===== src/rtl/fetch_queue.sv =====
// fetch_queue: instruction prefetch queue between instruction memory and decoder.
// Issues one sequential read per cycle to a one-cycle-latency memory and buffers
// returned words with their PCs in a DEPTH-entry FIFO drained by valid/ready.
// A redirect flushes the queue and restarts fetch at the target address.
// Optional feature: define FETCH_MISALIGN_CHECK_EN to flag misaligned redirect
// targets (sticky o_fetch_err, fetch halts until reset). Without it the low two
// bits of the redirect target are dropped.
module fetch_queue #(
    parameter int          DEPTH    = 4,
    parameter logic [31:0] RESET_PC = 32'h0000_0000
) (
    input  logic        i_clk,
    input  logic        i_rst_n,
    output logic        o_imem_req,
    output logic [31:0] o_imem_addr,
    input  logic [31:0] i_imem_rdata,
    input  logic        i_redirect,
    input  logic [31:0] i_redirect_pc,
    output logic        o_ins_valid,
    output logic [31:0] o_ins,
    output logic [31:0] o_ins_pc,
    input  logic        i_ins_ready,
    output logic        o_fetch_err
);

    localparam int                PTR_W   = $clog2(DEPTH);
    localparam int                CNT_W   = PTR_W + 1;
    localparam logic [CNT_W-1:0]  DEPTH_C = CNT_W'(DEPTH);

    logic [31:0]      r_fpc;
    logic [31:0]      r_mem_ins [DEPTH];
    logic [31:0]      r_mem_pc  [DEPTH];
    logic [PTR_W-1:0] r_rd_ptr;
    logic [PTR_W-1:0] r_wr_ptr;
    logic [CNT_W-1:0] r_count;
    logic             r_inflight;
    logic [31:0]      r_inflight_pc;
    logic             r_kill;

    logic [CNT_W-1:0] w_occupancy;
    logic             w_halted;
    logic             w_issue;
    logic             w_return;
    logic             w_push;
    logic             w_pop;

`ifdef FETCH_MISALIGN_CHECK_EN
    logic r_fetch_err;

    // Sticky error once a redirect target is not word aligned; cleared only by reset.
    always_ff @(posedge i_clk or negedge i_rst_n) begin
        if (!i_rst_n) begin
            r_fetch_err <= 1'b0;
        end else if (i_redirect && (i_redirect_pc[1:0] != 2'b00)) begin
            r_fetch_err <= 1'b1;
        end
    end

    assign w_halted    = r_fetch_err;
    assign o_fetch_err = r_fetch_err;
`else
    assign w_halted    = 1'b0;
    assign o_fetch_err = 1'b0;
`endif

    // The in-flight read reserves a FIFO slot so its return always has room.
    assign w_occupancy = r_count + {{PTR_W{1'b0}}, r_inflight};
    assign w_issue     = i_rst_n & ~i_redirect & ~w_halted & (w_occupancy < DEPTH_C);
    assign w_return    = r_inflight & ~r_kill;
    assign w_push      = w_return & ~i_redirect;
    assign w_pop       = o_ins_valid & i_ins_ready;

    assign o_imem_req  = w_issue;
    assign o_imem_addr = r_fpc;
    assign o_ins_valid = (r_count != '0);
    assign o_ins       = r_mem_ins[r_rd_ptr];
    assign o_ins_pc    = r_mem_pc[r_rd_ptr];

    // Fetch pointer and in-flight tracking; a redirect discards everything in progress.
    always_ff @(posedge i_clk or negedge i_rst_n) begin
        if (!i_rst_n) begin
            r_fpc         <= RESET_PC;
            r_inflight    <= 1'b0;
            r_inflight_pc <= '0;
            r_kill        <= 1'b0;
        end else if (i_redirect) begin
            r_fpc      <= i_redirect_pc & 32'hFFFF_FFFC;
            r_inflight <= 1'b0;
            r_kill     <= r_inflight;
        end else begin
            r_inflight <= w_issue;
            r_kill     <= 1'b0;
            if (w_issue) begin
                r_fpc         <= r_fpc + 32'd4;
                r_inflight_pc <= r_fpc;
            end
        end
    end

    // FIFO pointers and occupancy; a redirect empties the queue outright.
    always_ff @(posedge i_clk or negedge i_rst_n) begin
        if (!i_rst_n) begin
            r_rd_ptr <= '0;
            r_wr_ptr <= '0;
            r_count  <= '0;
        end else if (i_redirect) begin
            r_rd_ptr <= '0;
            r_wr_ptr <= '0;
            r_count  <= '0;
        end else begin
            if (w_push) begin
                r_wr_ptr <= r_wr_ptr + PTR_W'(1);
            end
            if (w_pop) begin
                r_rd_ptr <= r_rd_ptr + PTR_W'(1);
            end
            unique case ({w_push, w_pop})
                2'b10:   r_count <= r_count + CNT_W'(1);
                2'b01:   r_count <= r_count - CNT_W'(1);
                default: r_count <= r_count;
            endcase
        end
    end

    // FIFO storage: capture the returned word together with the PC it was fetched from.
    always_ff @(posedge i_clk or negedge i_rst_n) begin
        if (!i_rst_n) begin
            for (int i = 0; i < DEPTH; i++) begin
                r_mem_ins[i] <= '0;
                r_mem_pc[i]  <= '0;
            end
        end else if (w_push) begin
            r_mem_ins[r_wr_ptr] <= i_imem_rdata;
            r_mem_pc[r_wr_ptr]  <= r_inflight_pc;
        end
    end

endmodule


===== config.mk =====
export PLATFORM = sky130hd
export DESIGN_NAME = fetch_queue
export DESIGN_NICKNAME = d
export VERILOG_FILES = /design/src/rtl/fetch_queue.sv
export SDC_FILE = /design/constraint.sdc
export NUM_CORES = 1
export LEC_CHECK = 0
export ABC_CLOCK_PERIOD_IN_PS = 4000
export CELL_PAD_IN_SITES_DETAIL_PLACEMENT = 1
export CELL_PAD_IN_SITES_GLOBAL_PLACEMENT = 2
export CORE_ASPECT_RATIO = 1.2
export CORE_UTILIZATION = 43
export DETAILED_ROUTE_END_ITERATION = 10
export HOLD_SLACK_MARGIN = 0.05
export PLACE_DENSITY_LB_ADDON = 0.1
export REMOVE_ABC_BUFFERS = 1
export SETUP_SLACK_MARGIN = 0.2
export SYNTH_ARGS = -nofsm -noshare
export SYNTH_HDL_FRONTEND = slang
export SYNTH_SLANG_ARGS = --single-unit
export TNS_END_PERCENT = 20

===== constraint.sdc =====
create_clock -name i_clk -period 4 [get_ports i_clk]
set_input_delay 0.6 -clock i_clk [delete_from_list [all_inputs] [get_ports i_clk]]
set_output_delay 0.6 -clock i_clk [all_outputs]
set_load 0.01 [all_outputs]

==> run summary <==
Post-synth cell types -> 37
Setup violators final -> 0
Die height -> 200 um
H-tree depth -> 2
Drt via density -> 5.44
Die extent in x -> 167 um
Synth Area in Adders -> 0.588%
Total Power -> 11.7 mW
Syn_area_per_cell -> 14.2 sq um
Initial Util -> 43.6%
FF+latch count, synth -> 317
Crit-path max cell delay -> 0.70 ns
Final ANT Viol Nets -> 0
Number of global-route vias before repair -> 9,511
Post-synth top flop -> dfrtp_1
CORE AREA -> 0.0322 sq mm
Mapped Area -> 0.0140 sq mm
Nets -> 1,221
CP Max Fanout -> 19
Crit start category -> register
Cell row count -> 72
Commonest cells in the netlist -> dfrtp_1, mux2_2, nand2_1
Clk pin slew, worst setup/hold paths -> 0.06 ns
Yosys warns -> 0
Largest cells by area after synthesis -> dfrtp_1, mux2_2, mux4_2
CP required -> 3.40 ns
RSZ-0062 raised after global routing -> false
Number of diodes -> 0
DR WL/cell -> 21.0 um
CTS Root Cell -> clkbuf_16
Combinational family with the most area after synthesis -> multiplexers
Synth area leader -> dfrtp_1
Crit path capture type -> output pin
Hpwl dp -> 20.8 mm
Max-slew violation count -> 0
All-Layer GR Usage -> 21.0%
Clock Latency Late Sink -> 0.52 ns
PwrDens -> 672 mW/mm^2
Reg2Reg Setup Slack -> 1.64 ns
Clock tree buffer depth -> 3
DR pass1 iterations -> 4
R2r startpoint -> r_kill
Post-synthesis sequential area ratio -> 56.5%
F_max -> 301 MHz
Post-synthesis instance total -> 991
Post-synth EDFFs -> 0
Most numerous cell in the Yosys netlist -> dfrtp_1
XOR/XNOR Fraction of Synth Area -> 1.68%
Hold_sp -> i_redirect
CP max stage cell -> dfrtp_4
Setup Crit Path Kind -> reg2out
Drt initial violations -> 376
Die ar. -> 0.0334 sq mm
Post-synthesis mux area share -> 30.3%
Drc violations -> 0
Outcome -> finished clean
Layout area overhead -> 24.6%
CP startpoint -> r_rd_ptr[0]
Routed wire length -> 33.3 mm
Crit path DAT -> 2.73 ns
IO Count -> 167
Global route overflow -> 0
Skew final -> 0.0116 ns
Post-CTS Resized -> 0
Top-area cell type share of the netlist area -> 56.5%
Clock Sinks -> 317
Final Hold Fails -> 0
Worst rel slew slack -> 32.6%
# port buffers -> 159
Finished Core Util -> 54.4%
Min cycle time layout -> 3.33 ns
Async S/R FF share, synth -> 100%
Worst Tran Pin Value -> 1.00 ns
Simple-Gate Fraction of Synth Area -> 6.93%
Leak -> 7.77 nW
Initial antenna violation count -> 0
Critical-path cell list -> buf_4 -> mux4_2 -> clkdlybuf4s50_1
First-pass GRT wire length -> 54.6 mm
Placer Congestion -> 0.743
Pin count of the biggest net entering global routing -> 128
Vias -> 8,616
Max-cap violations -> 0
CTS tree -> done
Final Cycle Share -> 83.2%
Setup TNS Final -> 0 ns
Compound-Gate Fraction of Synth Area -> 1.57%
Maximum VDD drop -> 300 uV
Worst hold path type -> in2reg
TritonCTS buffer count -> 37
Share of layout cells above drive strength 1 -> 34.5%
-- placed cells by master (no fill, tap or decap), types with 4 or more instances in the layout --
| master | n |
|---|---|
| nor3_1 | 6 |
| mux4_2 | 62 |
| xnor2_1 | 5 |
| clkbuf_1 | 4 |
| mux2_2 | 249 |
| xor2_1 | 20 |
| inv_1 | 6 |
| clkbuf_16 | 39 |
| clkinv_2 | 7 |
| nand2_1 | 131 |
| nand3_1 | 14 |
| or4_1 | 5 |
| o21ai_0 | 24 |
| clkdlybuf4s50_1 | 157 |
| clkbuf_8 | 7 |
| ha_1 | 5 |
| buf_4 | 11 |
| or3_1 | 4 |
| bufinv_16 | 8 |
| dfrtp_1 | 315 |
| and2_4 | 4 |
| conb_1 | 5 |
| nand4_1 | 16 |
| nor2_1 | 19 |
| and3_1 | 7 |
| a31oi_1 | 5 |
| buf_12 | 7 |
-- per-stage QoR --
step	hold slack [ns]	std cells	worst slack [ns]	cell area (sq um)
5_1_grt	0.464	1583	0.511	17500
3_3_place_gp	0.483	1514	1.18	16100
2_1_floorplan	0.304	930	0.186	13700
4_1_cts	0.440	1583	0.578	17500
3_5_place_dp	0.490	1514	1.16	16100
6_report	0.462	1583	0.673	17500
-- worst max-delay path: cells and delay by family (launching register included) --
family	cells	cell delay (ns)
flip-flops	1	0.70
multiplexers	1	0.57
buffers and inverters	2	0.93
-- final timing paths --
check / end / cells past startpoint
setup / recovery: o_ins_pc[21] / 3
hold / removal: r_wr_ptr[0] / 2
setup reg to reg: r_mem_pc[17] / 5
hold reg to reg: r_mem_ins[97] / 1
max in group asynchronous: r_mem_ins[101] / 4
min in group asynchronous: r_mem_pc[76] / 2
-- registers in the layout (all words and copies together), names as in the netlist --
register	count
r_mem_ins	128
r_mem_pc	120
o_imem_addr	30
r_inflight_pc	30
r_count	3
r_rd_ptr	2
r_wr_ptr	2
r_inflight	1
r_kill	1
-- cell type report --
class                      instances  area (sq um)
multi-input combinational        607          5800
timing repair buffer             178          1820
clock inverter                    18           300
inverter                           6          22.5
sequential                       317          7940
clock buffer                      50          1090
fill                            3123         14700
tap                              407           509
-- where the power goes --
part | switching (mW) | total, mW | leakage [nW] | internal [mW]
Clock | 1.33 | 3.76 | 0.685 | 2.43
Sequential | 0.618 | 4.67 | 4.14 | 4.05
Combinational | 1.23 | 3.31 | 2.94 | 2.08
Total | 3.18 | 11.7 | 7.77 | 8.56
-- kinds of logic after synthesis --
family / after synthesis
DFF: 317
other: 1
and+or+nand+nor: 217
AOI/OAI and AO/OA: 38
buffers and inverters: 71
muxes: 315
adders and majority gates: 6
xor gates and xnor gates: 26
-- per-layer routing --
| metal | GRT usage [%] | vias up | routed length, um | share of wire, % |
|---|---|---|---|---|
| met1 | 28.3 | 4544 | 14800 | 44 |
| met3 | 3.57 | 34 | 1310 | 3.9 |
| met5 | 0 | - | 0 | 0 |
| met4 | 5.45 | 0 | 490 | 1.5 |
| li1 | - | 3869 | - | - |
| met2 | 35.5 | 169 | 16700 | 50 |
-- what timing repair did --
action | in CTS | in global routing
setup endpoints to repair | 0 | 0
buffers inserted | 0 | 0
hold buffers | 1 | 0
hold endpoints to repair | 38 | 0
Power figures use the tool's default switching activity.
